File: src/rtl/seq_detector.sv
// Serial pattern detector: compares the most recent cfg_len accepted bits
// against a run-time loaded pattern. Supports overlapping and non-overlapping
// matching and keeps a saturating match counter.
module seq_detector #(
    parameter int unsigned PAT_W = 8,
    parameter int unsigned CNT_W = 16,
    parameter int unsigned LEN_W = $clog2(PAT_W + 1)
) (
    input  logic             clk_i,
    input  logic             rst_ni,
    input  logic             cfg_load_i,
    input  logic [PAT_W-1:0] pattern_i,
    input  logic [LEN_W-1:0] pat_len_i,
    input  logic             overlap_i,
    input  logic             d_valid_i,
    input  logic             d_i,
    input  logic             cnt_clr_i,
    output logic             detected_o,
    output logic [CNT_W-1:0] match_count_o,
    output logic             armed_o
);

    typedef enum logic [1:0] {
        StIdle,
        StFill,
        StRun
    } state_e;

    state_e             state_q, state_d;
    logic [PAT_W-1:0]   cfg_pat_q, cfg_pat_d;
    logic [LEN_W-1:0]   cfg_len_q, cfg_len_d;
    logic               cfg_ovl_q, cfg_ovl_d;
    logic [PAT_W-1:0]   hist_q, hist_d;
    logic [LEN_W-1:0]   fill_q, fill_d;
    logic               detected_q, detected_d;
    logic [CNT_W-1:0]   cnt_q, cnt_d;

    logic [LEN_W-1:0]   len_clamp;
    logic [PAT_W-1:0]   mask;
    logic [PAT_W-1:0]   hist_n;
    logic [LEN_W-1:0]   fill_n;
    logic               match;

    // Clamp requested length into 1..PAT_W before latching.
    always_comb begin
        len_clamp = pat_len_i;
        if (pat_len_i == '0) begin
            len_clamp = LEN_W'(1);
        end else if (pat_len_i > LEN_W'(PAT_W)) begin
            len_clamp = LEN_W'(PAT_W);
        end
    end

    // Compare mask: low cfg_len bits set.
    always_comb begin
        mask = '0;
        for (int unsigned i = 0; i < PAT_W; i++) begin
            mask[i] = (LEN_W'(i) < cfg_len_q);
        end
    end

    // Candidate history/fill after accepting d_i, and the match test on them.
    always_comb begin
        hist_n = {hist_q[PAT_W-2:0], d_i};
        fill_n = (fill_q < cfg_len_q) ? fill_q + LEN_W'(1) : fill_q;
        match  = (fill_n == cfg_len_q) && ((hist_n & mask) == (cfg_pat_q & mask));
    end

    // Next-state: config load, bit accept, match handling, counter clear.
    always_comb begin
        state_d    = state_q;
        cfg_pat_d  = cfg_pat_q;
        cfg_len_d  = cfg_len_q;
        cfg_ovl_d  = cfg_ovl_q;
        hist_d     = hist_q;
        fill_d     = fill_q;
        detected_d = 1'b0;
        cnt_d      = cnt_q;

        if (cfg_load_i) begin
            // A bit arriving with the load strobe is dropped.
            cfg_pat_d = pattern_i;
            cfg_len_d = len_clamp;
            cfg_ovl_d = overlap_i;
            hist_d    = '0;
            fill_d    = '0;
            state_d   = StFill;
        end else if (d_valid_i && (state_q != StIdle)) begin
            hist_d = hist_n;
            fill_d = fill_n;
            if (match) begin
                detected_d = 1'b1;
                if (cnt_q != '1) begin
                    cnt_d = cnt_q + CNT_W'(1);
                end
                if (!cfg_ovl_q) begin
                    // Old history stays; a zero fill blocks premature re-match.
                    fill_d  = '0;
                    state_d = StFill;
                end else begin
                    state_d = StRun;
                end
            end else if (fill_n == cfg_len_q) begin
                state_d = StRun;
            end
        end

        if (cnt_clr_i) begin
            cnt_d = '0;
        end
    end

    // State registers with asynchronous active-low reset.
    always_ff @(posedge clk_i or negedge rst_ni) begin
        if (!rst_ni) begin
            state_q    <= StIdle;
            cfg_pat_q  <= '0;
            cfg_len_q  <= '0;
            cfg_ovl_q  <= 1'b0;
            hist_q     <= '0;
            fill_q     <= '0;
            detected_q <= 1'b0;
            cnt_q      <= '0;
        end else begin
            state_q    <= state_d;
            cfg_pat_q  <= cfg_pat_d;
            cfg_len_q  <= cfg_len_d;
            cfg_ovl_q  <= cfg_ovl_d;
            hist_q     <= hist_d;
            fill_q     <= fill_d;
            detected_q <= detected_d;
            cnt_q      <= cnt_d;
        end
    end

    // Outputs come straight from registers.
    always_comb begin
        detected_o    = detected_q;
        match_count_o = cnt_q;
        armed_o       = (state_q != StIdle);
    end

endmodule

File: config.mk
export PLATFORM = sky130hd
export DESIGN_NAME = seq_detector
export DESIGN_NICKNAME = d
export VERILOG_FILES = /design/src/rtl/seq_detector.sv
export SDC_FILE = /design/constraint.sdc
export NUM_CORES = 1
export LEC_CHECK = 0
export BUFFER_PORTS_ARGS = -buffer_cell sky130_fd_sc_hd__buf_2
export CAP_MARGIN = 40
export CORE_MARGIN = 5
export CORE_UTILIZATION = 50
export DETAILED_ROUTE_END_ITERATION = 10
export PLACE_DENSITY = 0.72
export SLEW_MARGIN = 20
export SYNTH_ARGS = -nofsm -noshare
export SYNTH_HDL_FRONTEND = slang
export SYNTH_SLANG_ARGS = --single-unit
File: constraint.sdc
create_clock -name clk_i -period 7.1 [get_ports clk_i]
set_clock_uncertainty 0.15 [all_clocks]
set_input_delay 1.42 -clock clk_i [delete_from_list [all_inputs] [get_ports clk_i]]
set_output_delay 1.42 -clock clk_i [all_outputs]
set_load 0.01 [all_outputs]
==> results.toml <==
[run_status]
status = "finished clean"

[logic_synthesis]
synth_cells = 248
synth-seq-area-share = 0.453
synthArstFlopShare = 1.00
yosysMostFrequentCell = "dfrtp_1"
synth_nets = 272
synth_ff_type = "dfrtp_1"
ys_types = 48
syn_area_um2 = 2370
ys_top_cells_by_count = "43 x dfrtp_1, 31 x nand2_1, 22 x a21oi_1, 13 x o21ai_0, 11 x inv_1"
synth-edff-count = 0
synthTopCellsByArea = "dfrtp_1 45%, nand2_1 4.9%, a21oi_1 4.6%"
synthDominantCellAreaShare = 0.453
synth_area_leader_cell = "dfrtp_1"
ys_ff_latch = 43
synth.avg_cell_area_um2 = 9.58
ys_warn_count = 0

[pwr]
sw_frac_of_total = 0.273
power.share.sequential = 0.484
pwr-share-clk = 0.350
ir_worst_vdd_v = 0.0000847
totalPowerFinal_mw = 0.553
p_sw_mw = 0.151
leakage_nw = 1.16
internal_power_mw = 0.402
power_density_nw_per_um2 = 204
p_comb_frac = 0.166

[detailed_routing]
vias_per_cell = 5.67
wl_um = 5060
wl_per_cell_um = 15.1
drt-pass1-iter-count = 4
drc = 0
vias = 1899
dr.first_iter.drc_count = 52
final_antenna_net_count = 0

[setup_path]
r2r-start = "cfg_len_q[1]$_DFFE_PN0P_"
r2r_setup_slack_ns = 3.81
required_ns = 7.18
crit_start = "d_i"
crit_buf_inv = 1
slowest_delay_ns = 0.64
reg2regPathDepth = 8
r2r-end = "match_count_o[11]$_DFFE_PN0P_"
worst_setup_path_start_kind = "input pin"
endpoint = "match_count_o[11]$_DFFE_PN0P_"
critPathSlowestCell = "or4_1"
cp.depth = 8
cp_top_family = "simple AND/OR/NAND/NOR gates"
crit_fanout = 26
end_kind = "register"
path_cells = "buf_2, xor2_1, o41ai_1, nand3_1, and4b_1, nand4_2, or4_1, a21oi_1"
crit_type = "input pin to register"
arrival_ns = 3.42

[global_routing]
antenna_found_initial = 0
gr-usage-met1 = 0.238
grt.busiest_layer = "met2"
grt-ovfl-total = 0
groute.usage.overall = 0.178
grt_max_degree = 37
use_met3 = 0.0465
grt_pass1_vias = 1830
gr-usage-met2 = 0.278
grt_pass1_wl_um = 8690

[die]
fp.dieArea_um2 = 6230
placementRows = 25
die_width_um = 78.9
die_y_um = 78.9
io_pins = 37
core_um2 = 4660
initial_core_util = 0.510

[placement]
gp_congestion = 0.818
dp_hpwl_um = 3590
port-buffer-count = 36

[final_layout]
nets = 304
nFillCells = 434
drive_gt1_frac = 0.224
area_growth_pct = 14.0
antenna_cells = 0

[timing]
fin_tns_setup_ns = 0
finalSetupViolations = 0
fin_crit_sh = 0.471
timing.fmax_mhz = 299
worstMarginPinSlew_ns = 0.637
slew-limit-headroom = 0.575
final.min_clock_period_ns = 3.34
rsz0062_at_grt = "false"
finalHoldViolations = 0
maxSlewViolCount = 0

[clock_tree]
htreeDepth = 2
postCtsSetupBuffers = 0
cts_sinks = 43
insertion_delay_ns = 0.30
clk_pin_slew_ns = 0.09
cts_hold_buf = 0
cts_tree = "done"
cts_buffer_depth = 2
ctsResizeCount = 0
cts_root_buf = "clkbuf_8"
cts_buffers = 5

[hold_path]
min_path_type = "register to register"

[flow_run]
max-cap-violations = 0
-- through the flow --
step           cells  hold WS, ns  cell area [um2]  worst slack, ns   util
3_3_place_gp     326        0.345             2570             3.48  0.551
5_1_grt          335        0.398             2710             3.56  0.581
3_5_place_dp     327        0.371             2590             3.43  0.557
6_report         335        0.385             2710             3.76  0.581
4_1_cts          335        0.391             2710             3.77  0.581
2_1_floorplan    248        0.321             2370             4.09      -
-- area by class of cell --
type,instances,area [um2],share of cell area
clock buffer,5,68.8,0.0254
tap,54,67.6,0.0250
sequential,43,1080,0.398
multi-input combinational,182,1200,0.444
timing repair buffer,37,208,0.0767
clock inverter,3,43.8,0.0162
inverter,11,41.3,0.0153
-- state kept, by name (all words and copies together) (netlist names) --
register,flops
state_q,2
fill_q,4
cfg_pat_q,8
detected_o,1
hist_q,7
match_count_o,16
cfg_len_q,4
cfg_ovl_q,1
-- power groups by stage --
stage | clock network, mW | logic, mW | registers, mW
after floorplan | 0 | 0.0682 | 0.269
after global placement | 0 | 0.0875 | 0.273
after detailed placement | 0 | 0.0911 | 0.273
after CTS | 0.199 | 0.0922 | 0.268
after global routing | 0.211 | 0.102 | 0.270
final | 0.193 | 0.0917 | 0.268
-- cells in the final DEF (no fill, tap or decap), types with 2 or more instances in the layout --
cell type,n
o31ai_1,5
nand4_1,5
or3_1,10
o22ai_1,5
and4_1,2
inv_1,11
o21ai_0,13
nor4_1,2
or2_2,3
nand2_1,31
or4_1,5
ha_1,5
xor2_1,8
nor2_1,7
mux2_2,8
nand3_1,10
xnor2_1,8
a221oi_1,2
clkbuf_8,5
nor2b_1,2
a211oi_1,4
nand2b_1,2
and3_1,3
dfrtp_1,43
o21a_1,2
buf_2,36
a21oi_1,22
-- metal layers --
layer / part of all wire / vias to the layer above / wire [um]
met5: 0 / - / 0
met4: 0.014 / 0 / 72
met3: 0.031 / 7 / 157
met2: 0.47 / 20 / 2380
met1: 0.48 / 910 / 2450
li1: - / 962 / -
-- cells by family after synthesis --
family / count (synthesis) / share of synthesized area
xor+xnor: 16 / 0.0590
fa+ha+maj: 5 / 0.0263
simple gates: 92 / 0.213
compound gates: 60 / 0.165
buf+inv: 23 / 0.0411
flops: 43 / 0.453
mux: 9 / 0.0422
-- how the worst min path moves through the flow --
stage | from | to | slack, ns | cells past startpoint
3_5_place_dp | state_q[1]$_DFFE_PN0P_ | state_q[1]$_DFFE_PN0P_ | 0.37 | 2
2_1_floorplan | state_q[0]$_DFFE_PN0P_ | state_q[0]$_DFFE_PN0P_ | 0.32 | 1
3_3_place_gp | state_q[0]$_DFFE_PN0P_ | state_q[0]$_DFFE_PN0P_ | 0.34 | 1
5_1_grt | state_q[0]$_DFFE_PN0P_ | state_q[0]$_DFFE_PN0P_ | 0.40 | 1
4_1_cts | cfg_pat_q[6]$_DFFE_PN0P_ | cfg_pat_q[6]$_DFFE_PN0P_ | 0.39 | 1
6_report | state_q[0]$_DFFE_PN0P_ | state_q[0]$_DFFE_PN0P_ | 0.39 | 1
(Power assumes the default switching activity.)
